[src/rtl/mips_multicycle_controller.sv]
// Multi-cycle sequencer for the MIPS datapath: walks each instruction through
// FETCH/DECODE/EXEC/MEM/WB and gates commit strobes to the final cycle(s).
module mips_multicycle_controller #(
  parameter int MEM_TIMEOUT = 16,
  parameter int COUNT_WIDTH = 32
) (
  input  logic                   clk,
  input  logic                   reset,
  input  logic                   run,
  input  logic [5:0]             OpCode,
  input  logic [5:0]             funct,
  input  logic                   mem_ready,
  output logic                   RegDst,
  output logic                   Jump,
  output logic                   Branch,
  output logic                   MemRead,
  output logic                   MemToReg,
  output logic                   MemWrite,
  output logic                   ALUSrc,
  output logic                   RegWrite,
  output logic                   Link,
  output logic                   JR,
  output logic                   PC_en,
  output logic [3:0]             ALU_opcode,
  output logic                   instr_done,
  output logic [COUNT_WIDTH-1:0] instr_count,
  output logic                   trap,
  output logic [1:0]             trap_cause,
  output logic [2:0]             state_o
);

  typedef enum logic [2:0] {
    S_FETCH  = 3'd0,
    S_DECODE = 3'd1,
    S_EXEC   = 3'd2,
    S_MEM    = 3'd3,
    S_WB     = 3'd4,
    S_TRAP   = 3'd5
  } state_t;

  typedef enum logic [3:0] {
    I_ADD, I_SUB, I_AND, I_OR, I_SLT, I_JR,
    I_LW, I_SW, I_BEQ, I_ADDI, I_J, I_JAL, I_ILL
  } instr_t;

  localparam int WAIT_W = (MEM_TIMEOUT > 1) ? $clog2(MEM_TIMEOUT) : 1;
  localparam logic [WAIT_W-1:0] WAIT_LAST = WAIT_W'(MEM_TIMEOUT - 1);

  state_t            state;
  instr_t            instr;
  logic [5:0]        op_q;
  logic [5:0]        funct_q;
  logic [WAIT_W-1:0] wait_cnt;

  // Decode only the captured fields so outputs ignore OpCode changes mid-instruction.
  always_comb begin
    // NOTE: every always_comb output gets a default first so no path infers a latch.
    instr = I_ILL;
    case (op_q)
      6'h00: begin
        case (funct_q)
          6'h20:   instr = I_ADD;
          6'h22:   instr = I_SUB;
          6'h24:   instr = I_AND;
          6'h25:   instr = I_OR;
          6'h2A:   instr = I_SLT;
          6'h08:   instr = I_JR;
          default: instr = I_ILL;
        endcase
      end
      6'h23:   instr = I_LW;
      6'h2B:   instr = I_SW;
      6'h04:   instr = I_BEQ;
      6'h08:   instr = I_ADDI;
      6'h02:   instr = I_J;
      6'h03:   instr = I_JAL;
      default: instr = I_ILL;
    endcase
  end

  always_comb begin
    RegDst     = 1'b0;
    Jump       = 1'b0;
    Branch     = 1'b0;
    MemRead    = 1'b0;
    MemToReg   = 1'b0;
    MemWrite   = 1'b0;
    ALUSrc     = 1'b0;
    RegWrite   = 1'b0;
    Link       = 1'b0;
    JR         = 1'b0;
    PC_en      = 1'b0;
    ALU_opcode = 4'b0010;

    if (state inside {S_DECODE, S_EXEC, S_MEM, S_WB}) begin
      case (instr)
        I_ADD:  RegDst = 1'b1;
        I_SUB:  begin RegDst = 1'b1; ALU_opcode = 4'b0110; end
        I_AND:  begin RegDst = 1'b1; ALU_opcode = 4'b0000; end
        I_OR:   begin RegDst = 1'b1; ALU_opcode = 4'b0001; end
        I_SLT:  begin RegDst = 1'b1; ALU_opcode = 4'b0111; end
        I_JR:   begin RegDst = 1'b1; JR = 1'b1; end
        I_LW:   begin ALUSrc = 1'b1; MemToReg = 1'b1; end
        I_SW:   ALUSrc = 1'b1;
        I_BEQ:  begin Branch = 1'b1; ALU_opcode = 4'b0110; end
        I_ADDI: ALUSrc = 1'b1;
        I_J:    Jump = 1'b1;
        I_JAL:  begin Jump = 1'b1; Link = 1'b1; end
        default: ;
      endcase
    end

    case (state)
      S_EXEC: begin
        if (instr inside {I_J, I_JAL, I_JR, I_BEQ}) begin
          PC_en    = 1'b1;
          RegWrite = (instr == I_JAL);
        end
      end
      S_MEM: begin
        MemRead  = (instr == I_LW);
        MemWrite = (instr == I_SW);
        PC_en    = mem_ready && (instr == I_SW);
      end
      S_WB: begin
        RegWrite = 1'b1;
        PC_en    = 1'b1;
        MemRead  = (instr == I_LW);
      end
      default: ;
    endcase

    instr_done = PC_en;
    trap       = (state == S_TRAP);
  end

  assign state_o = state;

  always_ff @(posedge clk or negedge reset) begin
    if (!reset) begin
      state       <= S_FETCH;
      op_q        <= '0;
      funct_q     <= '0;
      wait_cnt    <= '0;
      trap_cause  <= 2'b00;
      instr_count <= '0;
    end else begin
      // NOTE: sequential state uses non-blocking assignments so every register
      // samples pre-edge values regardless of statement order.
      case (state)
        S_FETCH: begin
          if (run) begin
            op_q    <= OpCode;
            funct_q <= funct;
            state   <= S_DECODE;
          end
        end
        S_DECODE: begin
          if (instr == I_ILL) begin
            state      <= S_TRAP;
            trap_cause <= 2'b01;
          end else begin
            state <= S_EXEC;
          end
        end
        S_EXEC: begin
          case (instr)
            I_J, I_JAL, I_JR, I_BEQ: state <= S_FETCH;
            I_LW, I_SW: begin
              state    <= S_MEM;
              wait_cnt <= '0;
            end
            default: state <= S_WB;
          endcase
        end
        S_MEM: begin
          // A ready response on the last allowed cycle still completes the access.
          if (mem_ready) begin
            state <= (instr == I_LW) ? S_WB : S_FETCH;
          end else if (MEM_TIMEOUT != 0 && wait_cnt == WAIT_LAST) begin
            state      <= S_TRAP;
            trap_cause <= 2'b10;
          end else begin
            wait_cnt <= wait_cnt + 1'b1;
          end
        end
        S_WB:    state <= S_FETCH;
        S_TRAP:  state <= S_TRAP;
        default: state <= S_FETCH;
      endcase

      if (instr_done) instr_count <= instr_count + 1'b1;
    end
  end

endmodule

[config.mk]
export PLATFORM = sky130hd
export DESIGN_NAME = mips_multicycle_controller
export DESIGN_NICKNAME = d
export VERILOG_FILES = /design/src/rtl/mips_multicycle_controller.sv
export SDC_FILE = /design/constraint.sdc
export NUM_CORES = 1
export LEC_CHECK = 0
export CAP_MARGIN = 20
export CORE_MARGIN = 2
export CORE_UTILIZATION = 45
export DETAILED_ROUTE_END_ITERATION = 8
export PLACE_DENSITY = 0.75
export SYNTH_ARGS = -nofsm -noshare
export SYNTH_HDL_FRONTEND = slang
export SYNTH_SLANG_ARGS = --single-unit
[constraint.sdc]
create_clock -name clk -period 3 [get_ports clk]
set_clock_uncertainty 0.2 [all_clocks]
set_input_delay 0.9 -clock clk [delete_from_list [all_inputs] [get_ports clk]]
set_output_delay 0.9 -clock clk [all_outputs]
set_load 0.005 [all_outputs]
* After elaboration in Yosys (flattened, before gate mapping) *
Index checks and enable logic that the tools add are counted.

word-level totals
  memories = 0
  bits in read-only memories = 0
  bits in registers = 53
  output and inout port bits = 54
  memory bits (writable) = 0
  logic and storage cells = 103
  bits in latches = 0
  input bits = 16

cells by class
  muxes and demuxes = 39
  reduce and logical (&&, ||, !) cells = 19
  $add $sub $neg = 2
  bitwise logic cells = 0
  magnitude comparators = 0
  multipliers = 0
  shift-type cells = 0
  div/mod/pow operators = 0
  equal/unequal tests = 37

operators by type and width
  cell                                            count
  == test 6 bit (second input constant)           7
  adder 32 x 1 -> 32 bit (second input constant)  1
  one-hot mux 4 bit (7 select lines)              1
  == test 4 bit (second input constant)           6
  one-hot mux 4 bit (6 select lines)              1
  2-to-1 mux 1 bit                                18
  2-to-1 mux 3 bit                                6
  == test 4 x 3 -> 1 bit (second input constant)  4
  one-hot mux 3 bit (5 select lines)              1
  == test 6 x 2 -> 1 bit (second input constant)  2
  == test 6 x 4 -> 1 bit (second input constant)  2
  2-to-1 mux 4 bit                                3
  one-hot mux 3 bit (4 select lines)              1
  == test 4 x 2 -> 1 bit (second input constant)  2
  one-hot mux 4 bit (2 select lines)              1
  AND reduction 4 bit                             2
  nonzero test 4 bit                              2
  OR reduction 2 bit                              4
  == test 3 x 2 -> 1 bit (second input constant)  2
  == test 3 bit (second input constant)           2
  == test 6 x 3 -> 1 bit (second input constant)  1
  logical NOT 6 bit                               1
  2-to-1 mux 2 bit                                3
  != test 2 x 1 -> 1 bit (second input constant)  3
  other kinds (17)                                21

* Logic depth before layout (Yosys ltp) *
  depth after elaboration = 7
  depth in mapped cells = 10

* Least setup slack after synthesis *
OpenSTA, ideal clock, no wires.

  path type = register -> output
  from = register op_q[0]
  to = output instr_done
  data arrival time = 2.069 ns
  stages on the path, launching flop included = 9
  required time = 1.900 ns
  slack = -0.169 ns
  path through = dfrtp_1 nor4_4 nand2_1 o22a_2 a211o_4 nand3_4 and2_4 inv_2 buf_4

between the ends
  word-level cells in the longest chain between the ends = 6

ends and longest elaborated chain
  what                                                            RTL line  source
  start, declared                                                 51        logic [5:0] op_q;
  start signal, assigned                                          153       op_q <= OpCode;
  == test 6 x 2 -> 1 bit, or another cell as far along            59        case (op_q)
  one-hot mux 4 bit (7 select lines) (*)                          59
  == test 4 bit / == test 4 x 3 -> 1 bit (equally long branches)  115       if (instr inside {I_J, I_JAL, I_JR, I_BEQ}) begin
  nonzero test 4 bit                                              115
  2-to-1 mux 1 bit                                                115
  one-hot mux 1 bit (3 select lines) (*)                          113       case (state)
  end, declared                                                   25        output logic instr_done,

Every way passes the cells marked *; elsewhere a longest branch is shown, timed or not.

* Worst setup path in the final report *
  from = register op_q[5]
  to = output PC_en

between the ends
  word-level cells in the longest chain between the ends = 6

ends and longest elaborated chain
  what                                                            RTL line  source
  == test 6 x 2 -> 1 bit, or another cell as far along            59
  one-hot mux 4 bit (7 select lines) (*)                          59
  == test 4 bit / == test 4 x 3 -> 1 bit (equally long branches)  115
  nonzero test 4 bit                                              115
  2-to-1 mux 1 bit                                                115
  one-hot mux 1 bit (3 select lines) (*)                          113
  end, declared                                                   23        output logic PC_en,

Marked as above.

==> results.yml <==
worst_setup_path:
  crit_family: "compound AO/OA/AOI/OAI gates"
  endpoint_kind: "output pin"
  worstPathRequired_ns: 1.90
  slowest_stage: "dfrtp_2"
  crit_buf_inv: 3
  start_kind: "flop"
  cp_max_fo: 6
  crit_top_cell: "and2_4"
  crit_type: "reg -> out"
  arrival_ns: 2.26
  crit_chain: "buf_4 > and2_4 > o211ai_1 > nand2_1 > a211o_4 > nand3_4 > and2_4 > inv_4 > buf_6"
  slowest_delay_ns: 0.47
cells_and_area:
  layout.nets: 475
  num_antenna_cells: 0
  final_core_util_pct: 68.42
  fillCellCount: 493
  area_growth_pct: 45.81
  drive_above_1_share_pct: 34.06
status:
  violations: "negative setup slack"
  status: "complete, but fails checks"
routing:
  firstDrtPassIters: 4
  via_per_inst: 5.417
  wl_per_cell_um: 15.80
  drt_wl_total_um: 8752
  drcViolationCount: 0
  ant_nets: 0
  vias: 3001
  first_iter_violations: 201
synth:
  synthArstFlopShare_pct: 100.0
  synth.distinct_cells: 61
  synth_area_um2: 3223
  synthesis.instances: 334
  synth_top_cells_by_count: "dfrtp_1, nand2_1, xor2_1"
  yosysMostFrequentCell: "dfrtp_1"
  ys_warn_count: 0
  syn_nets: 352
  synthFlopType: "dfrtp_1"
  synth_top_area_share_pct: 41.15
  ys_ff_latch: 53
  avgSynthCellArea_um2: 9.650
  yosys.area.top_type: "dfrtp_1"
  seq_area_frac_synth_pct: 41.15
  synth.area.top_cells: "dfrtp_1, xor2_1, nand2_1, a21oi_1, mux2_2"
  synth_edf_count: 0
worst_hold_path:
  hp-class: "in -> async"
die:
  die_w_um: 88.63
  core_area_um2: 6869
  start_util_pct: 46.92
  fp.dieArea_um2: 7855
  io_pins: 70
  rows: 30
  die_y_um: 88.63
clock_network:
  cts.path.max_buffers: 2
  cts-root-buf: "clkbuf_8"
  cts_made_buffers: 5
  cts_sinks: 53
  htree_levels: 2
  hold_buffers: 0
  cts_tree: "yes"
  clk_pin_slew_ns: 0.10
  clk_latency_ns: 0.31
timing:
  rsz0062_at_grt: "true"
  slew_violations: 0
  relSlewSlack_pct: 61.84
  tightest_slew_ns: 0.5685
  final.period_utilization_pct: 111.9
  setup_ws_ns: -0.3573
  setup_viol: 10
  max_freq_ghz: 0.2979
  whs_ns: 0.2318
  period_needed_ns: 3.357
  finalHoldViolations: 0
  tns_ns: -2.680
global_routing:
  antenna_found_initial: 0
  first_global_vias: 3048
  overflow: 0
  grt_pass1_wl_um: 14590
  grt_max_degree: 30
  grt_use_total_pct: 23.63
job:
  drv_cap: 0
power:
  power_leakage_nw: 1.854
  power_density_nw_per_um2: 893.5
  ir_worst_vdd_v: 0.0004753
placed_design:
  gp_congestion: 0.8325
  port_buffers: 68
  hpwl_um: 5995
[report_power, final]
group	total (W)	internal [W]	switching, W
registers	0.00126	0.000951	0.000309
logic	0.00250	0.00135	0.00115
clock network	0.000444	0.000175	0.000268
[stage by stage]
| step | area (µm²) | setup slack (ns) | std cells | power [W] |
|---|---|---|---|---|
| 2_1_floorplan | 3229 | -0.1424 | 334 | 0.002342 |
| 3_3_place_gp | 4313 | -0.5625 | 530 | 0.003268 |
| 3_5_place_dp | 4313 | -0.5617 | 530 | 0.003320 |
| 4_1_cts | 4668 | -0.3798 | 555 | 0.004078 |
| 5_1_grt | 4700 | -0.4347 | 554 | 0.004475 |
| 6_report | 4700 | -0.3573 | 554 | 0.004199 |
[registers in the layout, summed over array words and instances (netlist names)]
signal and cells:
instr_count 32, op_q 6, trap_cause 2, state_o 3, wait_cnt 4, funct_q 6
[cell usage in the layout, fill, tap and decap left out, types with 10 or more instances in the layout]
master           Yosys  final
buf_6                2     13
and3_1              11     10
mux2_2              10     10
nor2_1              21     17
clkdlybuf4s50_1      0     52
nand2_1             36     34
inv_1               12     12
dfrtp_1             53     49
buf_4                2     55
xor2_1              25     25
a21oi_1             23     19
nand3_1             15     13
[layout make-up]
| class | count | area, µm² | share of cell area (%) |
|---|---|---|---|
| sequential | 53 | 1331 | 28.33 |
| timing repair buffer | 134 | 1176 | 25.03 |
| multi-input combinational | 250 | 1923 | 40.92 |
| inverter | 13 | 51.30 | 1.092 |
| tap | 96 | 120.1 | 2.556 |
| clock inverter | 3 | 28.78 | 0.6124 |
| clock buffer | 5 | 68.82 | 1.464 |
[per-layer routing]
| layer | vias to the layer above | part of all wire [%] | track usage [%] |
|---|---|---|---|
| li1 | 1438 | - | - |
| met1 | 1452 | 43 | 31.39 |
| met2 | 95 | 50 | 38.87 |
| met3 | 16 | 5.8 | 4.478 |
| met4 | 0 | 1.3 | 7.989 |
| met5 | - | 0 | 0 |
[cells by family after synthesis]
kind of cell	share of synthesized area, %
other	0.1163
flip-flops	41.15
adder cells (fa/ha/maj)	0.7763
buffers and inverters	4.503
XOR/XNOR	9.511
AND/OR/NAND/NOR	21.89
multiplexers	3.960
AO/OA/AOI/OAI	18.09
[worst paths after layout]
check | cells past startpoint | slack, ns | from | end
worst max-delay path | 9 | -0.36 | op_q[5]$_DFFE_PN0P_ | PC_en
worst min-delay path | 1 | 0.23 | reset | funct_q[5]$_DFFE_PN0P_
worst max register to register | 12 | 0.21 | op_q[5]$_DFFE_PN0P_ | instr_count[10]$_DFFE_PN0P_
worst min register to register | 1 | 0.28 | instr_count[31]$_DFFE_PN0P_ | instr_count[31]$_DFFE_PN0P_
max in group asynchronous | 2 | 1.88 | reset | instr_count[17]$_DFFE_PN0P_
min in group clk | 1 | 0.28 | instr_count[31]$_DFFE_PN0P_ | instr_count[31]$_DFFE_PN0P_
[timing repair]
action	CTS	global route
setup buffers	20	2
setup endpoints to repair	15	14
pin swaps	22	11
gates resized for setup	94	13
No activity file was read; power rests on OpenSTA's default activity.
